<file path="src/rtl/exec_alu_unit.sv">
// ----------------------------------------------------------------------------
// exec_alu_unit
//   Execute-stage arithmetic block of the 5-stage MIPS-subset pipeline.
//   Decodes the ALU control code from ALUOp/funct, runs the 32-bit ALU and
//   computes PC+4 and the branch target. Every result is registered once,
//   feeding the EX/MEM boundary.
//
// Ports
//   clk_i            in   1  system clock, rising edge
//   rst_i            in   1  synchronous active-high reset (all outputs -> 0)
//   valid_i          in   1  inputs valid; data registers load only when 1
//   alu_op_i         in   2  ALUOp from main control
//   funct_i          in   6  instruction funct field
//   data1_i          in  32  ALU operand A
//   data2_i          in  32  ALU operand B
//   pc_i             in  32  address of the instruction
//   imm_i            in  32  sign-extended immediate for the branch target
//   alu_ctrl_o       out  3  registered ALU control code
//   result_o         out 32  registered ALU result
//   zero_o           out  1  registered (result == 0)
//   pc_plus4_o       out 32  registered pc_i + 4
//   branch_target_o  out 32  registered pc_i + 4 + (imm_i << 2)
//   valid_o          out  1  registered valid_i
// ----------------------------------------------------------------------------
module exec_alu_unit (
  input  logic        clk_i,
  input  logic        rst_i,
  input  logic        valid_i,
  input  logic [1:0]  alu_op_i,
  input  logic [5:0]  funct_i,
  input  logic [31:0] data1_i,
  input  logic [31:0] data2_i,
  input  logic [31:0] pc_i,
  input  logic [31:0] imm_i,
  output logic [2:0]  alu_ctrl_o,
  output logic [31:0] result_o,
  output logic        zero_o,
  output logic [31:0] pc_plus4_o,
  output logic [31:0] branch_target_o,
  output logic        valid_o
);

  typedef enum logic [2:0] {
    CTRL_AND  = 3'b000,
    CTRL_OR   = 3'b001,
    CTRL_ADD  = 3'b010,
    CTRL_MUL  = 3'b011,
    CTRL_RSV4 = 3'b100,
    CTRL_RSV5 = 3'b101,
    CTRL_SUB  = 3'b110,
    CTRL_SLT  = 3'b111
  } alu_ctrl_e;

  typedef enum logic [1:0] {
    ALUOP_ADD   = 2'b00,
    ALUOP_SUB   = 2'b01,
    ALUOP_RTYPE = 2'b10,
    ALUOP_OR    = 2'b11
  } alu_op_e;

  localparam logic [5:0] FUNCT_ADD = 6'b100000;
  localparam logic [5:0] FUNCT_SUB = 6'b100010;
  localparam logic [5:0] FUNCT_AND = 6'b100100;
  localparam logic [5:0] FUNCT_OR  = 6'b100101;
  localparam logic [5:0] FUNCT_SLT = 6'b101010;
  localparam logic [5:0] FUNCT_MUL = 6'b011000;

  // --------------------------------------------------------------------------
  // ALU-control decode
  // --------------------------------------------------------------------------
  alu_ctrl_e alu_ctrl;

  always_comb begin
    alu_ctrl = CTRL_ADD;
    unique case (alu_op_e'(alu_op_i))
      ALUOP_ADD: alu_ctrl = CTRL_ADD;
      ALUOP_SUB: alu_ctrl = CTRL_SUB;
      ALUOP_OR:  alu_ctrl = CTRL_OR;
      ALUOP_RTYPE: begin
        case (funct_i)
          FUNCT_ADD: alu_ctrl = CTRL_ADD;
          FUNCT_SUB: alu_ctrl = CTRL_SUB;
          FUNCT_AND: alu_ctrl = CTRL_AND;
          FUNCT_OR:  alu_ctrl = CTRL_OR;
          FUNCT_SLT: alu_ctrl = CTRL_SLT;
          FUNCT_MUL: alu_ctrl = CTRL_MUL;
          // Unknown funct falls back to add rather than trapping.
          default:   alu_ctrl = CTRL_ADD;
        endcase
      end
      default: alu_ctrl = CTRL_ADD;
    endcase
  end

  // --------------------------------------------------------------------------
  // 32-bit ALU
  // --------------------------------------------------------------------------
  logic [31:0] sum;
  logic [31:0] diff;
  logic [31:0] prod_lo;
  logic        lt_signed;
  logic [31:0] alu_result;

  assign sum  = data1_i + data2_i;
  assign diff = data1_i - data2_i;
  // Low half of a two's-complement product does not depend on signedness.
  assign prod_lo   = data1_i * data2_i;
  assign lt_signed = ($signed(data1_i) < $signed(data2_i));

  always_comb begin
    alu_result = '0;
    unique case (alu_ctrl)
      CTRL_AND:  alu_result = data1_i & data2_i;
      CTRL_OR:   alu_result = data1_i | data2_i;
      CTRL_ADD:  alu_result = sum;
      CTRL_SUB:  alu_result = diff;
      CTRL_SLT:  alu_result = {31'd0, lt_signed};
      CTRL_MUL:  alu_result = prod_lo;
      CTRL_RSV4: alu_result = '0;
      CTRL_RSV5: alu_result = '0;
      default:   alu_result = '0;
    endcase
  end

  // --------------------------------------------------------------------------
  // PC adders
  // --------------------------------------------------------------------------
  logic [31:0] pc_plus4;
  logic [31:0] branch_target;

  assign pc_plus4      = pc_i + 32'd4;
  assign branch_target = pc_plus4 + {imm_i[29:0], 2'b00};

  // --------------------------------------------------------------------------
  // EX/MEM registers
  // --------------------------------------------------------------------------
  logic [2:0]  alu_ctrl_q,      alu_ctrl_d;
  logic [31:0] result_q,        result_d;
  logic        zero_q,          zero_d;
  logic [31:0] pc_plus4_q,      pc_plus4_d;
  logic [31:0] branch_target_q, branch_target_d;
  logic        valid_q,         valid_d;

  always_comb begin
    alu_ctrl_d      = alu_ctrl_q;
    result_d        = result_q;
    zero_d          = zero_q;
    pc_plus4_d      = pc_plus4_q;
    branch_target_d = branch_target_q;
    valid_d         = valid_i;
    if (valid_i) begin
      alu_ctrl_d      = alu_ctrl;
      result_d        = alu_result;
      zero_d          = (alu_result == '0);
      pc_plus4_d      = pc_plus4;
      branch_target_d = branch_target;
    end
  end

  always_ff @(posedge clk_i) begin
    if (rst_i) begin
      alu_ctrl_q      <= '0;
      result_q        <= '0;
      zero_q          <= 1'b0;
      pc_plus4_q      <= '0;
      branch_target_q <= '0;
      valid_q         <= 1'b0;
    end else begin
      alu_ctrl_q      <= alu_ctrl_d;
      result_q        <= result_d;
      zero_q          <= zero_d;
      pc_plus4_q      <= pc_plus4_d;
      branch_target_q <= branch_target_d;
      valid_q         <= valid_d;
    end
  end

  assign alu_ctrl_o      = alu_ctrl_q;
  assign result_o        = result_q;
  assign zero_o          = zero_q;
  assign pc_plus4_o      = pc_plus4_q;
  assign branch_target_o = branch_target_q;
  assign valid_o         = valid_q;

endmodule

</file>
<file path="config.mk">
export PLATFORM = sky130hd
export DESIGN_NAME = exec_alu_unit
export DESIGN_NICKNAME = d
export VERILOG_FILES = /design/src/rtl/exec_alu_unit.sv
export SDC_FILE = /design/constraint.sdc
export NUM_CORES = 2
export LEC_CHECK = 0
export CORE_MARGIN = 8
export CORE_UTILIZATION = 46
export CTS_BUF_LIST = sky130_fd_sc_hd__clkbuf_4
export CTS_CLUSTER_DIAMETER = 60
export DETAILED_ROUTE_END_ITERATION = 8
export PLACE_DENSITY_LB_ADDON = 0.05
export RECOVER_POWER = 25
export SYNTH_ARGS = -nofsm -noshare
export SYNTH_HDL_FRONTEND = slang
export SYNTH_SLANG_ARGS = --single-unit
</file>
<file path="constraint.sdc">
create_clock -name clk_i -period 9.6 [get_ports clk_i]
set_input_delay 1.92 -clock clk_i [delete_from_list [all_inputs] [get_ports clk_i]]
set_output_delay 1.92 -clock clk_i [all_outputs]
set_load 0.005 [all_outputs]
</file>
### Word-level counts from Yosys, hierarchy flattened

Cells that the tools add are included.

| word-level totals | value |
|---|---|
| register bits after elaboration | 101 |
| output and inout port bits | 101 |
| logic and storage cells | 36 |

| cells by class | value |
|---|---|
| add/subtract/negate cells | 4 |
| $mul | 1 |
| magnitude comparators | 1 |
| eq/ne operators | 15 |
| muxes and demuxes | 3 |
| bitwise logic cells | 2 |
| reductions and logical operators | 4 |

Operators by type and width:

| kind | number |
|---|---|
| case mux 32 bit (7 select lines) | 1 |
| adder 32 bit | 2 |
| adder 32 x 3 -> 32 bit, second input constant | 1 |
| AND 32 bit | 1 |
| zero test 32 bit | 1 |
| < comparator 32 bit | 1 |
| multiplier 32 x 32 -> 32 bit | 1 |
| bitwise OR 32 bit | 1 |
| subtractor 32 bit | 1 |
| equality test 6 bit, second input constant | 4 |
| case mux 3 bit (5 select lines) | 1 |
| equality test 3 bit, second input constant | 4 |
| case mux 3 bit (4 select lines) | 1 |
| equality test 3 x 2 -> 1 bit, second input constant | 2 |
| equality test 6 x 5 -> 1 bit, second input constant | 1 |
| equality test 2 bit, second input constant | 2 |
| equality test 3 x 1 -> 1 bit, second input constant | 1 |
| zero test 3 bit | 1 |
| equality test 2 x 1 -> 1 bit, second input constant | 1 |
| zero test 2 bit | 1 |
| OR reduction 2 bit | 1 |

### Depth between registers and ports, before layout

| depth | value |
|---|---|
| depth after elaboration | 7 |
| gate-level depth with buffers | 32 |
| gate-level depth less buffers | 29 |

### Least setup slack after synthesis

No wires, ideal clock.

| timing path | value |
|---|---|
| kind | input -> register |
| from | input data1_i[6] |
| to | register zero_q, in the netlist zero_o |
| arrival | 9.953 ns |
| data required time | 9.504 ns |
| slack | -0.448 ns |
| stages | 28 |
| path buffers | 2 |
| path through | clkbuf_1 -> clkinv_1 -> buf_1 -> nor2_1 -> fa_1 -> inv_1 -> fa_1 -> fa_1 -> inv_1 -> fa_1 -> ha_1 -> ha_1 -> inv_1 -> fa_1 -> inv_1 -> fa_1 -> ha_1 -> o211a_1 -> and3_1 -> a2111oi_2 -> a31oi_1 -> a21o_1 -> xnor2_1 -> a221o_1 -> or4_1 -> or4_1 -> or4_1 -> o41ai_2 |

| between the ends | value |
|---|---|
| longest elaborated chain between the ends | 3 |

RTL lines:

| element | line | source |
|---|---|---|
| start: declaration | 31 | `input logic [31:0] data1_i,` |
| multiplier 32 x 32 -> 32 bit (tied with other cells) | 107 | `assign prod_lo = data1_i * data2_i;` |
| case mux 32 bit (7 select lines) (*) | 112 | `unique case (alu_ctrl)` |
| zero test 32 bit (*) | 154 | `zero_d = (alu_result == '0);` |
| end signal: assignment | 171 | `zero_q <= zero_d;` |
| end: declaration | 139 | `logic zero_q, zero_d;` |

Mark *: on every way between the ends. The rest lies on a longest branch, timed or not.
A chain may end at the register's enable or synchronous reset.

### Worst setup path in the final report

| timing path | value |
|---|---|
| from | input data2_i[3] |
| to | register zero_q, in the netlist zero_o |

| between the ends | value |
|---|---|
| longest elaborated chain between the ends | 3 |

RTL lines:

| element | line | source |
|---|---|---|
| start: declaration | 32 | `input logic [31:0] data2_i,` |
| multiplier 32 x 32 -> 32 bit (tied with other cells) | 107 |  |
| case mux 32 bit (7 select lines) (*) | 112 |  |
| zero test 32 bit (*) | 154 |  |

Marked as above.

==> metrics.md <==
| Metric | Value |
|---|---|
| Antenna-violating nets left | `0` |
| Syn_area_per_cell | `8.080 um^2` |
| TritonCTS Buffers | `9` |
| Clock root buffer | `clkbuf_4` |
| Worst skew pair latency | `520 ps` |
| Drt first-iter violations | `1773` |
| First-pass GRT wire length | `157400 um` |
| Fillers | `5124` |
| Unrepaired setup endpoints after global routing | `true` |
| H-tree Lvls | `3` |
| CTS tree | `yes` |
| Top-Level Pins | `240` |
| Worst-path clk slew | `180 ps` |
| Initial antenna violation count | `4` |
| Arrival time at the worst endpoint | `10030 ps` |
| Total grt overflow | `0` |
| Synth Net Count | `3922` |
| Clock sinks | `99` |
| Ys Warns | `0` |
| Via-to-Cell Ratio | `5.638` |
| Starting Density | `46.16%` |
| Unique masters post-synth | `83` |
| Port Buffer Count | `237` |
| Pin count of the biggest net entering global routing | `61` |
| Proportion of layout cells with a drive suffix above 1 | `13.36%` |
| Worst Tran Pin Value | `2313 ps` |
| Total track usage | `32.78%` |
| Via count | `24280` |
| Main synth FF type | `dfxtp_1` |
| Final period util | `99.90%` |
| Post-synth EDFFs | `0` |
| DP Wirelength | `88200 um` |
| Final hold violation count | `0` |
| Post-synthesis sequential area ratio | `7.854%` |
| Crit path required time | `10040 ps` |
| Relative slew slack | `-54.22%` |
| Final setup violation count | `0` |
| Slowest stage delay, CP | `650 ps` |
| Crit path capture type | `flip-flop` |
| Final wirelength | `103300 um` |
| Pre-antenna DRT Iters | `6` |
| Post-CTS Hold Fix Bufs | `0` |
| DRC viols | `0` |
| Crit Path Max Fanout | `12` |
| Number of cells produced by synthesis | `3123` |
| Violated checks | `capacitance limit, slew limit` |
| Final min period | `9591 ps` |
| Final Cell Area | `31380 um^2` |
| Outcome | `finished with violations` |
| Max Slew Vio Count | `95` |
| DIE AREA | `62610 um^2` |
| Max Cap Viol | `2` |
| Routability cong. | `0.9893` |
| CP most frequent cell | `fa_1` |
| Number of synthesized register bits | `99` |
| Fmax | `104.3 MHz` |
| Layout Nets | `4395` |
| Die H | `250.2 um` |
| Core area | `54660 um^2` |
| Clock Tree Buf Depth | `2` |
| Clock Skew | `0 ps` |
| CP startpoint kind | `input pin` |
| Fraction of registers with async set/reset | `0%` |
| Vias in the first global route | `25730` |
| Die X | `250.2 um` |
| Worst hold path class | `reg -> reg` |
| Rows | `86` |
| DP Area | `30860 um^2` |
| Synthesized area | `25230 um^2` |
| CP Class | `in -> reg` |
| Avg WL per Cell | `23.97 um` |
| Critical Path Slowest Stage Cell | `fa_1` |
| Layout area overhead | `24.34%` |
area by class of cell:
type / count / area, um^2 / share of cell area [%]
antenna: 2 / 5.005 / 0.01595
clock buffer: 9 / 67.56 / 0.2153
clock inverter: 7 / 80.08 / 0.2552
inverter: 497 / 1887 / 6.014
multi-input combinational: 2379 / 21050 / 67.10
sequential: 99 / 1982 / 6.317
tap: 704 / 880.8 / 2.807
timing repair buffer: 609 / 5414 / 17.26
timing repair inverter: 1 / 7.507 / 0.02393
registers in the layout, indices dropped and copies added (netlist names):
register and count:
result_o 32, zero_o 1, alu_ctrl_o 3, valid_o 1, pc_plus4_o 32, branch_target_o 30
stage by stage:
step / cells / setup TNS [ps] / setup WS (ps) / hold WS [ps] / utilization (%)
global route: 4306 / -107.9 / -107.9 / 494.7 / 57.39
CTS: 4298 / 0 / 7.262 / 484.2 / 56.99
global placement: 4271 / -2285 / -928.2 / 436.9 / 56.45
finish: 4307 / 0 / 9.293 / 478.5 / 57.40
detailed placement: 4271 / -2164 / -942.5 / 451.5 / 56.45
floorplan: 3123 / 0 / 0.8349 / 448.7 / -
logic make-up (layout without fill, tap and decap cells):
logic type	after synthesis	count (layout)	synth area share [%]
compound gates	481	481	13.25
flops	99	99	7.854
simple gates	1051	1051	17.60
fa+ha+maj	660	660	44.95
mux	39	39	1.547
xor+xnor	148	148	5.137
other cells	0	2	0
buf+inv	645	1123	9.649
cells in the mapped netlist, drive strengths merged, types with 19 or more instances:
cell type,instances,area (um^2)
a211oi,27,202.7
mux2i,39,390.4
a21o,33,247.7
inv,482,1809
xor2,45,394.1
a21oi,115,575.6
and3,19,118.9
fa,411,8228
a31oi,25,156.4
nor2,528,1982
clkbuf,123,461.7
nand2,303,1137
nor3,55,275.3
nand3,46,240.2
ha,249,3115
xnor2,103,902.1
dfxtp,99,1982
buf,25,107.6
o21ai,66,330.3
placed cells by master (no fill, tap or decap), drive strengths merged, types with 7 or more instances in the layout:
master	instances
buf	372
o21bai	16
a21oi	115
inv	485
a221o	10
o221ai	15
o22ai	14
and3	19
a221oi	15
o31ai	17
xnor2	103
nand2	303
o211ai	17
nand2b	15
xor2	45
or4	11
nor2	528
clkbuf	11
o2111ai	8
a211oi	27
dfxtp	99
o21ai	66
nand4	12
o21a	16
dlygate4sd3	32
nand3	46
a21o	33
nor3	55
dlygate4sd2	7
mux2i	39
nor4	8
o22a	9
fa	411
a31oi	25
or2	12
clkinv	15
clkdlybuf4s50	190
nor2b	11
ha	249
repair_timing:
| action | CTS | global route |
|---|---|---|
| setup endpoints to repair | 1 | 3 |
| setup buffers | 10 | 7 |
| hold endpoints to repair | 0 | 0 |
| resized for setup | 37 | 45 |
| pin swaps | 15 | 18 |
| cloned | 1 | 0 |
worst paths after layout:
path / startpoint / to / slack [ps] / depth (start not counted)
worst max-delay path: data2_i[3] / zero_o$_SDFFE_PP0P_ / 9 / 30
worst min-delay path: branch_target_o[21]$_SDFFE_PP0P_ / branch_target_o[21]$_SDFFE_PP0P_ / 480 / 2
worst max register to register: result_o[24]$_SDFFE_PP0P_ / result_o[24]$_SDFFE_PP0P_ / 8790 / 2
worst min register to register: branch_target_o[21]$_SDFFE_PP0P_ / branch_target_o[21]$_SDFFE_PP0P_ / 480 / 2
worst max-delay path, delay by kind of cell:
| kind | cells | cell delay (ps) |
|---|---|---|
| xor gates and xnor gates | 1 | 160 |
| AOI/OAI and AO/OA | 5 | 820 |
| adders and majority gates | 9 | 4510 |
| and+or+nand+nor | 5 | 1050 |
| buffers and inverters | 10 | 1570 |
layer usage:
metal	share of wire, %	GRT usage (%)
met5	0.0077	0
met4	5.2	14.37
met3	9.0	6.748
met2	46	53.60
met1	40	41.72
Power is not shown: default switching activity piles up to over one toggle a cycle in this logic, so the estimate is an artifact.
